===== config.mk =====
export PLATFORM = sky130hd
export DESIGN_NAME = btn_debounce
export DESIGN_NICKNAME = d
export VERILOG_FILES = /design/src/rtl/btn_debounce.sv
export SDC_FILE = /design/constraint.sdc
export NUM_CORES = 1
export LEC_CHECK = 0
export ABC_AREA = 1
export BUFFER_PORTS_ARGS = -buffer_cell sky130_fd_sc_hd__buf_2
export CAP_MARGIN = 40
export CORE_MARGIN = 10
export CORE_UTILIZATION = 55
export CTS_BUF_LIST = sky130_fd_sc_hd__clkbuf_8
export CTS_CLUSTER_DIAMETER = 80
export DETAILED_ROUTE_END_ITERATION = 8
export PLACE_DENSITY = 0.77
export SYNTH_ARGS = -nofsm -noshare
export SYNTH_HDL_FRONTEND = slang
export SYNTH_SLANG_ARGS = --single-unit

===== constraint.sdc =====
create_clock -name i_clk -period 1.27 [get_ports i_clk]
set_input_delay 0.0635 -clock i_clk [delete_from_list [all_inputs] [get_ports i_clk]]
set_output_delay 0.0635 -clock i_clk [all_outputs]
set_load 0.1 [all_outputs]

===== src/rtl/btn_debounce.sv =====
// Per-bit button conditioner: synchroniser, tick-based debounce filter and press/release pulses.
// Define BTN_DEBOUNCE_LONGPRESS_EN to add per-bit long-press detection on o_long.
module btn_debounce #(
    parameter int unsigned     NBTN       = 8,
    parameter int unsigned     NFF        = 2,
    parameter int unsigned     DB_TICKS   = 16,
    parameter logic [NBTN-1:0] INVERT     = '0,
    parameter int unsigned     LONG_TICKS = 1000
) (
    input  logic            i_clk,
    input  logic            i_reset_n,
    input  logic            i_ce,
    input  logic [NBTN-1:0] i_btn,
    output logic [NBTN-1:0] o_btn,
    output logic [NBTN-1:0] o_press,
    output logic [NBTN-1:0] o_release,
    output logic [NBTN-1:0] o_long
);

    localparam int unsigned      CNT_W   = $clog2(DB_TICKS);
    localparam logic [CNT_W-1:0] CNT_MAX = CNT_W'(DB_TICKS - 1);

    generate
        if (NBTN < 1 || NBTN > 32 || NFF < 2 || DB_TICKS < 2 || LONG_TICKS < 1) begin : g_param_check
            $error("btn_debounce: illegal parameter set");
        end
    endgenerate

    logic [NFF-1:0][NBTN-1:0] sync_q;
    logic [NBTN-1:0]          sync_btn;
    logic [CNT_W-1:0]         db_cnt_q [NBTN];
    logic [CNT_W-1:0]         db_cnt_d [NBTN];
    logic [NBTN-1:0]          toggle;
    logic [NBTN-1:0]          btn_q;
    logic [NBTN-1:0]          press_q;
    logic [NBTN-1:0]          release_q;

    // Raw pins are asynchronous; polarity is fixed up before the first stage.
    always_ff @(posedge i_clk or negedge i_reset_n) begin
        if (!i_reset_n) begin
            sync_q <= '0;
        end else begin
            sync_q <= {sync_q[NFF-2:0], i_btn ^ INVERT};
        end
    end

    assign sync_btn = sync_q[NFF-1];

    // A bit only flips after DB_TICKS consecutive ticks of disagreement; any agreement restarts the run.
    always_comb begin
        db_cnt_d = db_cnt_q;
        toggle   = '0;
        for (int k = 0; k < int'(NBTN); k++) begin
            if (sync_btn[k] == btn_q[k]) begin
                db_cnt_d[k] = '0;
            end else if (i_ce) begin
                if (db_cnt_q[k] == CNT_MAX) begin
                    db_cnt_d[k] = '0;
                    toggle[k]   = 1'b1;
                end else begin
                    db_cnt_d[k] = db_cnt_q[k] + 1'b1;
                end
            end
        end
    end

    always_ff @(posedge i_clk or negedge i_reset_n) begin
        if (!i_reset_n) begin
            for (int k = 0; k < int'(NBTN); k++) begin
                db_cnt_q[k] <= '0;
            end
        end else begin
            for (int k = 0; k < int'(NBTN); k++) begin
                db_cnt_q[k] <= db_cnt_d[k];
            end
        end
    end

    // Edge pulses are registered alongside the level so they line up with the new o_btn value.
    always_ff @(posedge i_clk or negedge i_reset_n) begin
        if (!i_reset_n) begin
            btn_q     <= '0;
            press_q   <= '0;
            release_q <= '0;
        end else begin
            btn_q     <= btn_q ^ toggle;
            press_q   <= toggle & ~btn_q;
            release_q <= toggle & btn_q;
        end
    end

    assign o_btn     = btn_q;
    assign o_press   = press_q;
    assign o_release = release_q;

`ifdef BTN_DEBOUNCE_LONGPRESS_EN
    localparam int unsigned       HOLD_W    = $clog2(LONG_TICKS + 1);
    localparam logic [HOLD_W-1:0] HOLD_MAX  = HOLD_W'(LONG_TICKS);
    localparam logic [HOLD_W-1:0] HOLD_FIRE = HOLD_W'(LONG_TICKS - 1);

    logic [HOLD_W-1:0] hold_q [NBTN];
    logic [HOLD_W-1:0] hold_d [NBTN];
    logic [NBTN-1:0]   long_d;
    logic [NBTN-1:0]   long_q;

    // Saturating at HOLD_MAX is what limits o_long to a single pulse per press.
    always_comb begin
        hold_d = hold_q;
        long_d = '0;
        for (int k = 0; k < int'(NBTN); k++) begin
            if (!btn_q[k]) begin
                hold_d[k] = '0;
            end else if (i_ce && (hold_q[k] != HOLD_MAX)) begin
                hold_d[k] = hold_q[k] + 1'b1;
                long_d[k] = (hold_q[k] == HOLD_FIRE);
            end
        end
    end

    always_ff @(posedge i_clk or negedge i_reset_n) begin
        if (!i_reset_n) begin
            for (int k = 0; k < int'(NBTN); k++) begin
                hold_q[k] <= '0;
            end
            long_q <= '0;
        end else begin
            for (int k = 0; k < int'(NBTN); k++) begin
                hold_q[k] <= hold_d[k];
            end
            long_q <= long_d;
        end
    end

    assign o_long = long_q;
`else
    assign o_long = '0;
`endif

endmodule


==> impl_summary.md <==
STA
The final hold slack is 0.177 ns. The number of failing hold endpoints at the final stage was 0. The setup violation total in the final timing report is 0. After layout, the minimum clock period comes to 1.24 ns. Setup repair after global routing left no endpoint under its margin. For this run, the top clock speed supported by timing is 810 MHz. After routing, the total negative slack on setup checks comes to 0 ns. The final max-slew violation count came to 0.

For the final database, setup skew stands at 0.00710 ns. The post-layout worst setup margin is 0.0347 ns. The part of the cycle the worst path needs is 97.3%.

Routing
The routed via count divided by cell count is 5.04. After detailed routing, the number of remaining DRC violations is 0. The iteration count of the initial detailed-routing pass is 4. The total length of routed wires is 5730 um. The count of nets left with antenna violations once routing finished came out at 0. In the final routed layout, each cell accounts on average for 11.7 um. After the first detailed-routing iteration, the DRC count stood at 102. The total vias in the final route is 2461.

Power and ir drop
The total leakage power is 1.98 nW. The largest voltage drop on the vdd net is 939 uV. The areal power density over the cells is 1210 nW/um^2.

Critical path
The element type at the critical path start is a register. The type of the setup path with the least slack is register to output pin. The maximum fanout count along the critical path is 5. Counting cells, the worst reg-to-reg path comes to 5. Data on the critical path is required at its endpoint by 1.21 ns. Data arrives at the worst endpoint at 1.17 ns.

In this design, the largest share of critical-path delay is due to buffers and inverters. The standard cell with the maximum stage delay on the critical path is buf_2. Walking the worst path, the cells encountered are buf_2. The worst register-to-register path ends at o_press[7]. The launching point of the worst reg2reg path is db_cnt_q[0]. The stage delay of the slowest cell on the critical path is 0.43 ns. Across all register-to-register paths, the minimum setup slack is 0.12 ns.

The element type at the critical path end is an output pin. The number of buffers and inverters on the critical path is 1.

Place
The count of buffers added on input and output ports is 34. The routability congestion estimate from global placement is 0.809. At the placement stage, the worst setup path has a slack of 0.0858 ns. Detailed placement ended at an HPWL of 3900 um.

Clock network
Counting every sink on the clock net gives 72. The clock tree from TritonCTS is yes. The cell at the root of the clock tree is clkbuf_8.

In this run the deepest clock path goes through 2 buffers. The H-tree depth is 3. The clock reaches the later pin of the worst-skew pair after 0.34 ns. The clock edge transition at the registers on the reported setup and hold paths is 0.07 ns.

Clock tree synthesis inserted a total of 9 buffers.

Finish
Once layout is complete, the utilization of the core stands at 66.5%. After the last flow step, the layout net total stands at 430. The layout overhead on the synthesized area is 16.9%. The share of final-layout standard cells stronger than drive strength 1 is 16.6%. 0 antenna diodes ended up in the layout.

Worst hold path
The startpoint identified for the worst hold timing path is i_ce. The number of stages on the worst hold path is 3. The worst hold path terminates at db_cnt_q[24]. The tightest min-delay check is of the input pin to register type.

GRT
Entering global routing, the biggest net connects 73 pins. The first global-routing pass estimated 9680 um of wire. The via count of the first global-routing pass came to 2349.

The number of antenna violations at the first check in global routing was 0. Across every metal layer, demand over resource in global routing totals 13.3%. After global routing the overflow that remains totals 0.

Logic synthesis
The synthesized-area fraction occupied by adder cells is 3.20%. The average cell area after synthesis is 8.72 um^2. The number of different library cells used by synthesis comes to 19. In the synthesized netlist, mux cells make up 0% of the area. Synthesis inferred 72 register bits. After synthesis, the largest family of logic cells by area is simple AND/OR/NAND/NOR gates. The count of yosys warnings during synthesis is 0. The XOR/XNOR share of the synthesized area is 0.280%. The share of the Yosys chip area taken by registers is 57.5%. The area fraction in and, or, nand and nor cells after synthesis is 26.7%. Summing every instance area after synthesis gives 3130 um^2. Summing the areas of all compound-gate instances in the mapped netlist gives 4.95% of the synthesized area. The count of mapped cells out of synthesis is 359.

Floorplan
The die span in x is 95.5 um. The number of I/O pins is 43. The floorplan step defined a core boundary enclosing 5510 um^2.

The die covers 9110 um^2. The effective utilization at floorplan is 56.9%. The overall die height is 95.5 um.

The total number of placement rows is 27.

Outcome
The flow ran to the end, and the final reports show no timing, DRC or antenna violations.

Run
The tool flagged a number of max-cap violations equal to 0.
[per-layer routing]
metal / up-vias / track usage [%] / share of wire (%)
met5: - / 0 / 0
met4: 0 / 6.39 / 1.8
met3: 8 / 3.85 / 4.4
met2: 41 / 22.4 / 51
met1: 1173 / 15.3 / 43
li1: 1239 / - / -
[what timing repair did]
| action | CTS | global route |
|---|---|---|
| hold buffers | 9 | 0 |
| gates resized for setup | 0 | 9 |
| setup buffers | 0 | 1 |
| setup endpoints to repair | 0 | 10 |
| hold endpoints to repair | 80 | 0 |
[where the power goes]
group	switching [W]	internal, W
sequential	0.0000765	0.00237
combinational	0.000340	0.000120
clock	0.000798	0.000734
[stage by stage]
stage	total power, W	std cells	instance area (um^2)
2_1_floorplan	0.00282	366	3170
3_3_place_gp	0.00291	462	3380
3_5_place_dp	0.00292	462	3380
4_1_cts	0.00447	487	3630
5_1_grt	0.00464	488	3660
6_report	0.00444	488	3660
[final cells by class]
| cell class | count | area [um^2] |
|---|---|---|
| Clock buffer | 10 | 138 |
| Clock inverter | 6 | 27.5 |
| Fill cell | 462 | 1850 |
| Inverter | 37 | 139 |
| Multi-Input combinational cell | 244 | 1140 |
| Sequential cell | 72 | 1810 |
| Tap cell | 72 | 90.1 |
| Timing Repair Buffer | 47 | 315 |
[cell families (layout without fill, tap and decap cells)]
family | after synthesis | count (layout)
fa+ha+maj | 8 | 8
buf+inv | 50 | 100
compound gates | 31 | 31
flops | 72 | 72
simple gates | 196 | 196
xor+xnor | 1 | 1
other cells | 1 | 8
[synth_stat cells, drive strengths merged]
library cell  instances  share of area [%]
a21oi                 9                1.4
and3                  5                1.0
buf                  13                2.8
conb                  1               0.12
dfrtp                72                 58
ha                    8                3.2
inv                  37                4.4
nand2               116                 14
nand3                32                5.4
nand4                 8                1.6
nor2                 27                3.2
nor3                  7                1.1
nor4                  1               0.40
o21ai                22                3.5
xnor2                 1               0.28
[layout by cell type, fill, tap and decap left out, drive strengths merged]
cell / instances
nand2: 116
dfrtp: 72
inv: 39
buf: 33
nand3: 32
nor2: 27
o21ai: 22
clkbuf: 15
a21oi: 9
dlygate4sd3: 9
nand4: 8
ha: 8
conb: 8
nor3: 7
and3: 5
clkinv: 4
nor4: 1
xnor2: 1
[how the worst max path moves through the flow]
stage	startpoint	endpoint	slack, ns	cells past startpoint
floorplan	register	db_cnt_q[19]	0.03	6
global placement	db_cnt_q[0]	db_cnt_q[3]	0.15	6
detailed placement	db_cnt_q[0]	db_cnt_q[0]	0.09	6
CTS	register	o_btn[3]	0.01	1
global route	db_cnt_q[8]	db_cnt_q[11]	0.002	4
finish	register	o_btn[2]	0.03	1
(Power assumes the default switching activity.)
